===== src/rtl/xc_malu_ctrl.sv =====
// Request sequencer in front of xc_malu: decodes compact opcodes into xc_malu
// controls, holds them across the operation and returns the result in 32-bit beats.
module xc_malu_ctrl #(
  parameter int MAX_BUSY = 64
) (
  input  logic        clock,
  input  logic        resetn,
  input  logic        req_valid,
  output logic        req_ready,
  input  logic [3:0]  req_op,
  input  logic [2:0]  req_pw,
  input  logic        req_wide,
  input  logic [31:0] req_rs1,
  input  logic [31:0] req_rs2,
  input  logic [31:0] req_rs3,
  input  logic        req_kill,
  output logic        malu_valid,
  output logic        malu_flush,
  output logic [31:0] malu_rs1,
  output logic [31:0] malu_rs2,
  output logic [31:0] malu_rs3,
  output logic        malu_uop_div,
  output logic        malu_uop_rem,
  output logic        malu_uop_mul,
  output logic        malu_uop_madd,
  output logic        malu_uop_msub_1,
  output logic        malu_uop_msub_2,
  output logic        malu_uop_macc_1,
  output logic        malu_uop_macc_2,
  output logic        malu_mod_lh_sign,
  output logic        malu_mod_rh_sign,
  output logic        malu_mod_carryless,
  output logic        malu_pw_32,
  output logic        malu_pw_16,
  output logic        malu_pw_8,
  output logic        malu_pw_4,
  output logic        malu_pw_2,
  input  logic [63:0] malu_result,
  input  logic        malu_ready,
  output logic        rsp_valid,
  input  logic        rsp_ready,
  output logic [31:0] rsp_data,
  output logic        rsp_hi,
  output logic        rsp_err,
  output logic [1:0]  dbg_state
);
  localparam int CW = $clog2(MAX_BUSY + 1);

  typedef enum logic [1:0] {IDLE, BUSY, RSP_LO, RSP_HI} state_t;

  state_t        state;
  logic [CW-1:0] busy_cnt;
  logic          wide_q;
  logic [31:0]   res_hi;
  logic          timeout;

  logic [7:0] dec_uop;
  logic       dec_lh;
  logic       dec_rh;
  logic       dec_cl;
  logic [4:0] dec_pw;
  logic       dec_legal;

  // uop bits, msb first: div rem mul madd msub_1 msub_2 macc_1 macc_2; pw bits: 32 16 8 4 2
  always_comb begin
    dec_uop   = '0;
    dec_lh    = 1'b0;
    dec_rh    = 1'b0;
    dec_cl    = 1'b0;
    dec_legal = 1'b1;
    case (req_pw)
      3'd1:    dec_pw = 5'b01000;
      3'd2:    dec_pw = 5'b00100;
      3'd3:    dec_pw = 5'b00010;
      3'd4:    dec_pw = 5'b00001;
      default: dec_pw = 5'b10000;
    endcase
    case (req_op)
      4'd0:  begin dec_uop = 8'b1000_0000; dec_lh = 1'b1; dec_rh = 1'b1; dec_pw = 5'b10000; end
      4'd1:  begin dec_uop = 8'b1000_0000; dec_pw = 5'b10000; end
      4'd2:  begin dec_uop = 8'b0100_0000; dec_lh = 1'b1; dec_rh = 1'b1; dec_pw = 5'b10000; end
      4'd3:  begin dec_uop = 8'b0100_0000; dec_pw = 5'b10000; end
      4'd4:  dec_uop = 8'b0010_0000;
      4'd5:  begin dec_uop = 8'b0010_0000; dec_lh = 1'b1; dec_rh = 1'b1; end
      4'd6:  begin dec_uop = 8'b0010_0000; dec_cl = 1'b1; end
      4'd7:  dec_uop = 8'b0001_0000;
      4'd8:  dec_uop = 8'b0000_1000;
      4'd9:  dec_uop = 8'b0000_0100;
      4'd10: dec_uop = 8'b0000_0010;
      4'd11: dec_uop = 8'b0000_0001;
      default: dec_legal = 1'b0;
    endcase
  end

  assign timeout    = (busy_cnt == CW'(MAX_BUSY - 1));
  assign malu_flush = resetn && (state == BUSY) && (req_kill || malu_ready || timeout);
  assign dbg_state  = state;

  // req and rsp are valid/ready channels: a transfer happens on a rising edge where
  // both are high, and the payload is held unchanged while valid waits for ready.
  always_ff @(posedge clock) begin
    if (!resetn) begin
      state      <= IDLE;
      req_ready  <= 1'b0;
      malu_valid <= 1'b0;
      rsp_valid  <= 1'b0;
      rsp_data   <= '0;
      rsp_hi     <= 1'b0;
      rsp_err    <= 1'b0;
      malu_rs1   <= '0;
      malu_rs2   <= '0;
      malu_rs3   <= '0;
      {malu_uop_div, malu_uop_rem, malu_uop_mul, malu_uop_madd,
       malu_uop_msub_1, malu_uop_msub_2, malu_uop_macc_1, malu_uop_macc_2} <= '0;
      {malu_mod_lh_sign, malu_mod_rh_sign, malu_mod_carryless} <= '0;
      {malu_pw_32, malu_pw_16, malu_pw_8, malu_pw_4, malu_pw_2} <= '0;
      busy_cnt   <= '0;
      wide_q     <= 1'b0;
      res_hi     <= '0;
    end else begin
      case (state)
        IDLE: begin
          req_ready <= 1'b1;
          if (req_valid && req_ready) begin
            req_ready <= 1'b0;
            malu_rs1  <= req_rs1;
            malu_rs2  <= req_rs2;
            malu_rs3  <= req_rs3;
            {malu_uop_div, malu_uop_rem, malu_uop_mul, malu_uop_madd,
             malu_uop_msub_1, malu_uop_msub_2, malu_uop_macc_1, malu_uop_macc_2} <= dec_uop;
            {malu_mod_lh_sign, malu_mod_rh_sign, malu_mod_carryless} <= {dec_lh, dec_rh, dec_cl};
            {malu_pw_32, malu_pw_16, malu_pw_8, malu_pw_4, malu_pw_2} <= dec_pw;
            wide_q    <= req_wide;
            busy_cnt  <= '0;
            if (dec_legal) begin
              state      <= BUSY;
              malu_valid <= 1'b1;
            end else begin
              state     <= RSP_LO;
              rsp_valid <= 1'b1;
              rsp_err   <= 1'b1;
              rsp_hi    <= 1'b0;
              rsp_data  <= '0;
            end
          end
        end
        BUSY: begin
          if (req_kill) begin
            state      <= IDLE;
            malu_valid <= 1'b0;
            req_ready  <= 1'b1;
          end else if (malu_ready) begin
            state      <= RSP_LO;
            malu_valid <= 1'b0;
            rsp_valid  <= 1'b1;
            rsp_err    <= 1'b0;
            rsp_hi     <= 1'b0;
            rsp_data   <= malu_result[31:0];
            res_hi     <= malu_result[63:32];
          end else if (timeout) begin
            state      <= RSP_LO;
            malu_valid <= 1'b0;
            rsp_valid  <= 1'b1;
            rsp_err    <= 1'b1;
            rsp_hi     <= 1'b0;
            rsp_data   <= '0;
          end else if (busy_cnt != CW'(MAX_BUSY)) begin
            busy_cnt <= busy_cnt + CW'(1);
          end
        end
        RSP_LO: begin
          if (rsp_ready) begin
            if (wide_q && !rsp_err) begin
              state    <= RSP_HI;
              rsp_data <= res_hi;
              rsp_hi   <= 1'b1;
            end else begin
              state     <= IDLE;
              rsp_valid <= 1'b0;
              rsp_data  <= '0;
              rsp_err   <= 1'b0;
              req_ready <= 1'b1;
            end
          end
        end
        RSP_HI: begin
          if (rsp_ready) begin
            state     <= IDLE;
            rsp_valid <= 1'b0;
            rsp_data  <= '0;
            rsp_hi    <= 1'b0;
            req_ready <= 1'b1;
          end
        end
        default: state <= IDLE;
      endcase
    end
  end
endmodule

===== config.mk =====
export PLATFORM = sky130hd
export DESIGN_NAME = xc_malu_ctrl
export DESIGN_NICKNAME = d
export VERILOG_FILES = /design/src/rtl/xc_malu_ctrl.sv
export SDC_FILE = /design/constraint.sdc
export NUM_CORES = 1
export LEC_CHECK = 0
export CAP_MARGIN = 5
export CORE_MARGIN = 5
export CORE_UTILIZATION = 46
export CTS_CLUSTER_SIZE = 30
export DETAILED_ROUTE_END_ITERATION = 8
export GPL_TIMING_DRIVEN = 0
export MAX_ROUTING_LAYER = met4
export PLACE_DENSITY_LB_ADDON = 0.3
export SYNTH_ARGS = -nofsm -noshare
export SYNTH_HDL_FRONTEND = slang
export SYNTH_SLANG_ARGS = --single-unit

===== constraint.sdc =====
create_clock -name clock -period 3.4 [get_ports clock]
set_clock_uncertainty 0.1 [all_clocks]
set_input_delay 0.34 -clock clock [delete_from_list [all_inputs] [get_ports clock]]
set_output_delay 0.34 -clock clock [all_outputs]
set_load 0.02 [all_outputs]

; Word-level counts from Yosys, hierarchy flattened
; Index checks and enable logic that the tools add are counted.
; Widths: inputs -> output; s select.
[totals]
ff_bits = 190
latch_bits = 0
ram_bits = 0
rom_bits = 0
in_bits = 174
out_inout_bits = 152
word_cells = 151
n_memories = 0
[op_classes]
n_addsub = 1
mul = 0
n_div = 0
n_lt_le_gt_ge = 0
eq_ne = 34
shifts = 0
muxes = 60
bitwise = 1
n_reduce_logical = 27
[op_table]
columns = cell, n
row1 = $mux 32, 8
row2 = $pmux 32 s4, 1
row3 = $pmux 8 s8, 1
row4 = $mux 7, 5
row5 = $mux 1, 28
row6 = $ne 2x2->1 const B, 11
row7 = $reduce_and 7->1, 3
row8 = $pmux 5 s4, 1
row9 = $eq 4x3->1 const B, 4
row10 = $eq 4x4->1 const B, 4
row11 = $mux 2, 8
row12 = $pmux 7 s2, 1
row13 = $pmux 1 s4, 3
row14 = $reduce_and 4->1, 3
row15 = $reduce_and 6->1, 2
row16 = $reduce_or 12->1, 1
row17 = $eq 4x2->1 const B, 2
row18 = $pmux 2 s4, 1
row19 = $add 7x1->7 const B, 1
row20 = $eq 7x6->1 const B, 1
row21 = $ne 7x7->1 const B, 1
row22 = $eq 3x2->1 const B, 2
row23 = $reduce_or 3->1, 2
row24 = $mux 5, 1
row25 = other kinds (22), 28

; Longest topological paths before layout
[depth]
ltp_word = 6
depth_mapped = 10
depth_no_buf = 6

; Worst setup path before layout
; Ideal clock, no wire load.
[synth_path]
kind = register to register
start = reg state[1] (netlist: dbg_state[1])
end = reg busy_cnt[3]
setup_time_ps = 70
t_arrival_ps = 1970
t_required_ps = 3230
setup_slack_ps = 1260
path_stages_with_launch = 8
path_buffers = 1
period_less_slack_ps = 2140
cell_sequence = dfxtp_1 -> inv_1 -> ha_1 -> buf_6 -> and4b_4 -> a21o_4 -> or4_1 -> a21boi_1
[synth_between]
elab_chain_len = 3
word_cells_on_any_way = 10
cone_classes = eq/ne (6) / mux (1) / reduce/logical (3)
[synth_lines]
columns = element, line
row1 = start: declaration, 51  ; state_t state;
row2 = start signal: assignment, 103  ; state <= IDLE;
row3 = start signal: assignment, 136  ; state <= BUSY;
row4 = start signal: assignment, 139  ; state <= RSP_LO;
row5 = $eq 2x1->1 / $logic_not 2->1 (equally long branches), 121  ; case (state)
row6 = $ne 2x1->1 (no line) (tied with other cells), --
row7 = $reduce_and 6->1 (no line), --
row8 = end signal: assignment, 168  ; busy_cnt <= busy_cnt + CW'(1);
row9 = end: declaration, 52  ; logic [CW-1:0] busy_cnt;
; Parallel ways exist; a longest one is shown, timed or not.
; A chain may end at the register's enable or synchronous reset.

; Final worst setup path
[layout_path]
start = in resetn
end = out malu_flush
[layout_between]
elab_chain_len = 2
[layout_lines]
columns = element, line
row1 = start: declaration, 7  ; input logic resetn,
row2 = $logic_and 1x1->1 (2 in series), 96  ; assign malu_flush = resetn && (state == BUSY) && (req_kill || malu_ready || timeout);
row3 = end: declaration, 18  ; output logic malu_flush,
; No other way between the ends.

==> results by group <==
Route
  • Drt wl/cell: 16.81 µm
  • Antenna viol nets, final: 0
  • Drt first pass iters: 5
  • Via count: 7702
  • Drt first-iter violations: ~400
  • Post-Route WL: around 25000 µm
  • Vias per std cell: 5.087
  • # DRC: 0

Worst hold path
  • Worst Hold Launch: req_op[0]
  • Worst hold path class: input port to flop
  • Worst Hold Depth: 3

Placed design
  • Gpl congestion: 0.8548
  • Number of I/O port buffers: around 320
  • Post-DP HPWL: 19630 µm

Die
  • Starting Density: 0.4652
  • Die height: 138.8 µm
  • Row Count: 47
  • Die span in x: 138.8 µm
  • Core box area: 16410 µm²
  • Die Footprint: 19270 µm²
  • I/O Pins: around 330

Setup path
  • R2R cell count: 8
  • Arrival time worst endpoint: 2.71 ns
  • Critical Path Source Type: input port
  • Crit Reg-Reg Endpoint: malu_rs1[25]$_SDFFE_PN0P_
  • RR Startpoint: dbg_state[0]$_SDFFE_PN0P_
  • Required @ worst endpoint: 2.96 ns
  • Worst Setup EP: malu_flush
  • Kind of critical path: input port to output port
  • Crit path from: resetn
  • R2r setup slk: 0.81 ns
  • CP Max Fanout: 10
  • CP Capture Type: output port

Logic synthesis
  • YS warnings: 0
  • Xor/xnor cell area share of the yosys netlist: 0.001148
  • Top-count cell post-synth: nand2_1
  • Post-Synth Adder-Cell Area: 0.01148
  • Unique cell type count in the Yosys netlist: 61
  • Synthesized cell area: approximately 7600 µm²
  • Area fraction in compound gates after synthesis: 0.1746
  • Largest family of logic cells by synthesized area: simple AND/OR/NAND/NOR gates
  • #FFs+latches synth: 190
  • Post-synthesis simple-gate area fraction: 0.2234
  • Mux cell area share after synthesis: 0.04328
  • Synth area leader: dfxtp_1
  • Synth Flop Type: dfxtp_1
  • Sequential fraction of the synthesis area: 0.4984
  • Number of synthesized flops with an enable pin: 0
  • Syn Inst Count: roughly 940
  • Area share of the largest cell type after synthesis: 0.4984
  • Syn Area/Cell: 8.128 µm²
  • Asr flop ratio synth: 0
  • Synth top area cells: dfxtp_1 50%, nand2_1 17%, a21oi_1 9.6%, mux2i_1 4.3%, a22o_1 3.7%
  • Post-Syn Nets: between 1000 and 1500
  • Synth cell count leaders: 341 x nand2_1, 190 x dfxtp_1, 147 x a21oi_1

STA
  • Hold Violations, Final: 0
  • Post-route minimum period: 3.154 ns
  • Hold WS: 0.2181 ns
  • Worst-Margin Slew: 0.7745 ns
  • RSZ-0062 raised after global routing: false
  • Final setup fails: 0
  • Final Max Tran Viols: 0
  • Final worst-path cycle share: 0.9276
  • Sum of negative setup slack: 0 ns
  • Fmax: between 0.3 and 0.4 GHz
  • Max-slew headroom: 0.4837

Pwr
  • VDD IR-drop max: 364.9 µV
  • Net Sw Frac: 0.3425
  • Sw Pwr: 2.360 mW
  • Gate power share: 0.348
  • Clock share of power: 0.277
  • Sequential share of power: 0.375
  • Pwr dens: 589.3 nW/µm²
  • Internal power: 4.530 mW
  • Leak: between 4 and 5 nW
  • PnR Total Power: 6.890 mW

GRT
  • Largest net degree at the start of global routing: 17
  • GRT Residual Overflow: 0
  • Vias in the first global route: 7547
  • Total track usage: 0.2622
  • Initial antenna violation count: 1
  • First-pass GRT wire length: approximately 39000 µm

Clocking
  • CTS clk-pin slew, worst paths: about 0.07 ns
  • Clk Latency, worst-skew pair: about 0.43 ns
  • Bufs on Longest Clock Path: 2
  • Postcts setup bufs: 0
  • CTS H-tree lvls: 4
  • Clk sink count: 190
  • Clk root buf: clkbuf_16
  • CTS Buf Count: 17
  • Post_cts resized: 0
  • CTS tree: built
  • Cts hold-fix bufs: 0

Cells and area
  • Area Overhead vs Synth: 53.18%
  • Nets: around 1500
  • Layout cells sized above 1: 0.04950

Outcome
  • Status: complete, no violations

Job
  • Max cap viols: 0
-- cells by family after synthesis --
kind of cell	Yosys count
simple gates	411
fa+ha+maj	7
xor+xnor	1
flops	190
mux	33
compound gates	215
buf+inv	82
-- cell usage in the layout (no fill, tap or decap), types with 3 or more instances in the layout --
cell type        count
buf_1                5
clkbuf_16           17
mux2i_1             33
nand2b_1             4
nor3_1               6
clkbuf_1            46
o21a_1               3
a21oi_1            147
a22o_1              32
o21ai_0              3
clkinvlp_4           4
nand3_1              9
ha_1                 7
nor2b_1              5
buf_2               18
nand2_1            341
o31ai_1              3
clkinv_2             4
buf_6                4
nor2_1              19
a32oi_1              4
a22oi_1              3
inv_6                3
nand4_1              3
clkdlybuf4s50_1    322
inv_1                8
dfxtp_1            190
-- registers in the layout (all words and copies together), names as in the netlist, 2 cells and up --
register	cells
malu_rs1	32
malu_rs2	32
malu_rs3	32
res_hi	32
rsp_data	32
busy_cnt	7
dbg_state	2
-- metal layers --
| metal | up-vias | routed length, µm | track usage |
|---|---|---|---|
| li1 | 3826 | - | - |
| met1 | 3535 | 9963 | 0.2831 |
| met2 | 291 | 12530 | 0.4472 |
| met3 | 50 | 2193 | 0.09448 |
| met4 | 0 | 765 | 0.09011 |
| met5 | - | 0 | - |
-- critical path, cell delays in order --
cell and delay (ns):
clkdlybuf4s50_1 0.67, clkinv_1 0.30, clkbuf_1 0.30, clkbuf_1 0.30, nor2_1 0.16, clkdlybuf4s50_1 0.63
-- how the worst min path moves through the flow --
stage,end
floorplan,res_hi[0]$_SDFFE_PN0P_
global placement,malu_uop_macc_2$_SDFFE_PN0P_
detailed placement,malu_uop_madd$_SDFFE_PN0P_
CTS,malu_uop_madd$_SDFFE_PN0P_
global route,malu_uop_macc_2$_SDFFE_PN0P_
finish,malu_uop_madd$_SDFFE_PN0P_
-- layout make-up --
cell class,count,area [µm²]
fillers,1276,4716
repair buffers,322,3223
well taps,220,275.3
clock inverters,13,115.1
diodes,1,2.502
plain buffers,73,330.3
multi-input cells,667,3465
inverters,9,33.78
flip-flops and latches,190,3804
clock buffers,19,442.9
-- power groups by stage --
stage | clock network (mW) | logic (mW) | registers (mW)
after floorplan | 0 | 1.19 | 2.86
after global placement | 0 | 2.38 | 2.62
after detailed placement | 0 | 2.40 | 2.63
after CTS | 1.93 | 2.42 | 2.58
after global routing | 2.05 | 2.59 | 2.61
final | 1.91 | 2.40 | 2.58
-- per-stage QoR --
stage	cells	setup slack (ns)	utilization	instance area [µm²]
4_1_cts	1513	0.2453	0.7124	11690
2_1_floorplan	939	1.260	-	7632
3_5_place_dp	1481	0.2481	0.6784	11130
6_report	1514	0.2462	0.7126	11690
3_3_place_gp	1481	0.2587	0.6784	11130
5_1_grt	1514	0.07129	0.7126	11690
Note: power is estimated with default switching activity, not from simulation.
==> variant 1 (same flow settings) <==
Register the output `dbg_state` once more; this adds one clock of latency there. The other outputs are not delayed to match.
--- a/src/rtl/xc_malu_ctrl.sv
+++ b/src/rtl/xc_malu_ctrl.sv
@@ -95,5 +95,7 @@
   assign timeout    = (busy_cnt == CW'(MAX_BUSY - 1));
   assign malu_flush = resetn && (state == BUSY) && (req_kill || malu_ready || timeout);
-  assign dbg_state  = state;
+  always_ff @(posedge clock) begin
+    dbg_state <= state;
+  end
 
   // req and rsp are valid/ready channels: a transfer happens on a rising edge where
Check against the original RTL: not equivalent (Yosys sat finds a counterexample within 4 cycles, from zero or initial values and one cycle with resetn low).
==> variant 1 against the unedited design <==
Combinational power decreased by 3%; sequential cell count grew 2; count of clock-buffer cells in the layout is 2 lower; global-route usage fell by 0.15 points; cell count up 0.79%; synthesized area up 0.20%; worst setup slack gained 0.25 ns; power is 2.7% higher; sequential power increased by 2%; design area rose by 0.75%; sequential share of layout area rose by 0.098 points; routed wire length rose by 0.16%; critical endpoint unchanged; largest cell class unchanged; largest power group unchanged; highest routed layer unchanged.
==> variant 1: results <==
[placed_design]
dp_cells = 1494
io_buffers = 323
place.detailed.hpwl_mm = 19.3
routabilityCongestion = 0.853
placed_area_um2 = 11200

[cts]
cts_resized = 0
cts_root_buffer = "clkbuf_16"
clkTransAtPathRegs_ns = 0.07
cts-buffers-inserted = 17
cts_setup_buffers = 0
h-tree-depth = 4
clock_path_buffers = 2
insertion_delay_ns = 0.43

[global_routing]
grt_use_total_pct = 26.1
antenna_found_initial = 0
grtUsageMet2_pct = 41.8
grt_use_met1_pct = 30.8
grt_pass1_wl_mm = 39.3
grt_max_degree = 19
first_global_vias = 7639
busiest_layer = "met2"
met3_usage_pct = 7.86

[yosys]
syn-num-nets = 1132
netlist_top_cells_area = "dfxtp_1 (50%), nand2_1 (13%), a21oi_1 (12%)"
ys_seq_area_share_pct = 50.3
netlist_instances = 951
synth_common_cells = "nand2_1 (275), dfxtp_1 (192), a21oi_1 (180)"
yosysUniqueCellTypes = 56
yosysWarnings = 0
async_flop_share_pct = 0

[setup_path]
crit_fanout = 10
cp.arrival_ns = 2.46
slowest_stage = "clkdlybuf4s50_1"
cpPeakStageDelay_ns = 0.63

[cells_and_area]
diodes = 0
n_fill_cell = 1350
drive_gt1_share_pct = 5.67
fin_nets = 1474

[detailed_routing]
first_iter_violations = 568
vias_per_cell = 5.21
wire_per_inst_um = 16.7
routed-via-count = 7958
first_pass_iters = 5

[hold_path]
holdCritPathClass = "input port to register"

[power]
ir_worst_vdd_uv = 441
leakagePower_nw = 4.09

[sta]
worst_pin_slew_ns = 0.823

[outcome]
status = "complete, no violations"
-- variant 1: cell types whose count changed after synthesis, sizes merged, moves of 3 or more --
cell    delta
clkbuf     +3
a21oi     +33
o31ai      +4
mux2i     -30
o21ai     +36
nand4     +37
or4        +3
a21o       -3
nand2     -65
buf        +5
-- variant 1: cell type report --
class / instances / share of cell area (%)
timing repair buffer: 323 / 27.4
clock buffer: 17 / 3.61
tap: 220 / 2.34
sequential: 192 / 32.6
multi-input combinational: 668 / 29.1
clock inverter: 15 / 1.68
buffer: 81 / 2.92
inverter: 10 / 0.319
-- variant 1: cell families after synthesis --
family	after synthesis	share of synthesized area, %
buffers and inverters	91	4.99
flip-flops	192	50.3
adder cells (fa/ha/maj)	7	1.15
XOR/XNOR	1	0.115
multiplexers	3	0.393
AND/OR/NAND/NOR	379	21.7
AO/OA/AOI/OAI	278	21.4
-- variant 1: stage by stage --
stage | util [%] | hold slack (ns) | setup slack [ns]
after floorplan | - | 0.272 | 1.57
after CTS | 71.5 | 0.202 | 0.515
final | 71.5 | 0.215 | 0.498
after detailed placement | 67.8 | 0.305 | 0.872
after global routing | 71.5 | 0.244 | 0.397
after global placement | 67.8 | 0.300 | 0.875
-- variant 1: critical path: cells and delay by family, from the launching register on --
| family | cells | cell delay, ns |
|---|---|---|
| buf+inv | 3 | 0.96 |
| flops | 1 | 0.35 |
| compound gates | 1 | 0.25 |
| fa+ha+maj | 1 | 0.24 |
| simple gates | 2 | 0.23 |
-- variant 1: path summary, 6_finish.rpt --
path,start,endpoint,cells after the start,slack (ns)
min,req_op[0],malu_uop_madd$_SDFFE_PN0P_,3,0.22
max reg2reg,state[0]$_SDFFE_PN0P_,malu_rs3[6]$_SDFFE_PN0P_,7,0.89
max,state[1]$_SDFFE_PN0P_,malu_flush,7,0.50
min reg2reg,state[0]$_SDFFE_PN0P_,dbg_state[0]$_DFF_P_,0,0.32
-- variant 1: power breakdown --
| group | switching (mW) | internal, mW | total, mW |
|---|---|---|---|
| Sequential | 0.138 | 2.50 | 2.64 |
| Clock | 0.930 | 1.18 | 2.11 |
| Combinational | 1.38 | 0.943 | 2.33 |
-- variant 1: metal layers --
layer / share of wire (%) / routed length, µm
met3: 7.7 / 1960
met5: 0 / 0
met2: 47 / 12000
met4: 3.6 / 905
met1: 42 / 10600
==> variant 2 (same flow settings) <==
Made on the original files. `MAX_BUSY`: 64 -> 256.
--- a/src/rtl/xc_malu_ctrl.sv
+++ b/src/rtl/xc_malu_ctrl.sv
@@ -2,5 +2,5 @@
 // controls, holds them across the operation and returns the result in 32-bit beats.
 module xc_malu_ctrl #(
-  parameter int MAX_BUSY = 64
+  parameter int MAX_BUSY = 256
 ) (
   input  logic        clock,
Behaviour: no difference found for any inputs over 4 cycles, from zero or initial values and one cycle with resetn low; that may be too few to reach the edited logic, so the function may still have changed.
==> variant 2 against the unedited design <==
Global-route usage down 0.63 points; sequential cell count up 2; core utilization up 1.4 points; count of clock-buffer cells in the layout up 3; synthesized area down 1.1%; die area down 1.0%; worst setup slack better by 0.16 ns; design area down 0.50%; power up 4.9%; synthesized cell count up 1.2%; combinational power up 8%; routed wire length down 3.2%; cell count up 0.40%; critical path type is now register to primary output; critical endpoint unchanged; highest routed layer unchanged.
==> variant 2: results <==
[power]
leakagePower_nw = 4.05
ir_worst_vdd_uv = 404

[cells_and_area]
n_fill_cell = 1288
multi_input_area_share_pct = 28.7
area_share_nonclk_buffers_pct = 30.6
multi_input_gates = 670
buffers = 399
area_share_clock_buf_inv_pct = 5.00
final_util_pct = 72.7
n_clock_buffer = 22
inv_count = 12

[yosys]
syn-num-nets = 1132
ys_seq_area_share_pct = 50.9
netlist_instances = 950
yosysUniqueCellTypes = 50

[sta]
worst_pin_slew_ns = 0.761
timing.hold.ws_ns = 0.232

[global_routing]
grt_pass1_wl_mm = 38.8
grt_use_met1_pct = 27.5
grt_use_total_pct = 25.6

[placed_design]
dp_cells = 1489
io_buffers = 323
place_ws_ns = 0.539
placed_area_um2 = 11100
place.detailed.hpwl_mm = 19.0

[detailed_routing]
dr_wl_met2_mm = 12.4
wirelength_mm = 24.6
wire_per_inst_um = 16.2
met3_length_mm = 1.90
first_iter_violations = 319
m1WireLength_mm = 9.80

[setup_path]
r2r_slack_ns = 0.73
crit_fanout = 6
timing.rr.end = "malu_rs1[31]$_SDFFE_PN0P_"
path_delay_family = "simple AND/OR/NAND/NOR gates"
startpoint = "busy_cnt[3]$_SDFFE_PN0P_"

[cts]
cts.sinks = 192

[outcome]
status = "complete, no violations"

[die]
die_area_um2 = 19100

[hold_path]
min_to = "malu_uop_macc_1$_SDFFE_PN0P_"
whs_path_depth = 4
==> variant 2: cell count changes after synthesis, sizes merged, moves of 3 or more <==
cell    delta
mux2i     -29
nand3     +32
a211oi     +4
clkbuf     +5
nor3       -4
nor4       +3
a21oi     +35
o21ai      +7
nand2     -34
inv        +4
==> variant 2: kinds of logic after synthesis <==
| kind of cell | count (synthesis) | synth area share [%] |
|---|---|---|
| AOI/OAI and AO/OA | 249 | 19.3 |
| xor gates and xnor gates | 1 | 0.116 |
| adders and majority gates | 8 | 1.33 |
| buffers and inverters | 88 | 4.87 |
| DFF | 192 | 50.9 |
| muxes | 4 | 0.531 |
| and+or+nand+nor | 408 | 22.9 |
==> variant 2: report_power, final <==
group          leakage, nW  internal, mW  switching, mW
Combinational         2.21          1.03           1.55
Sequential            1.56          2.50          0.149
Clock                0.282          1.14          0.850
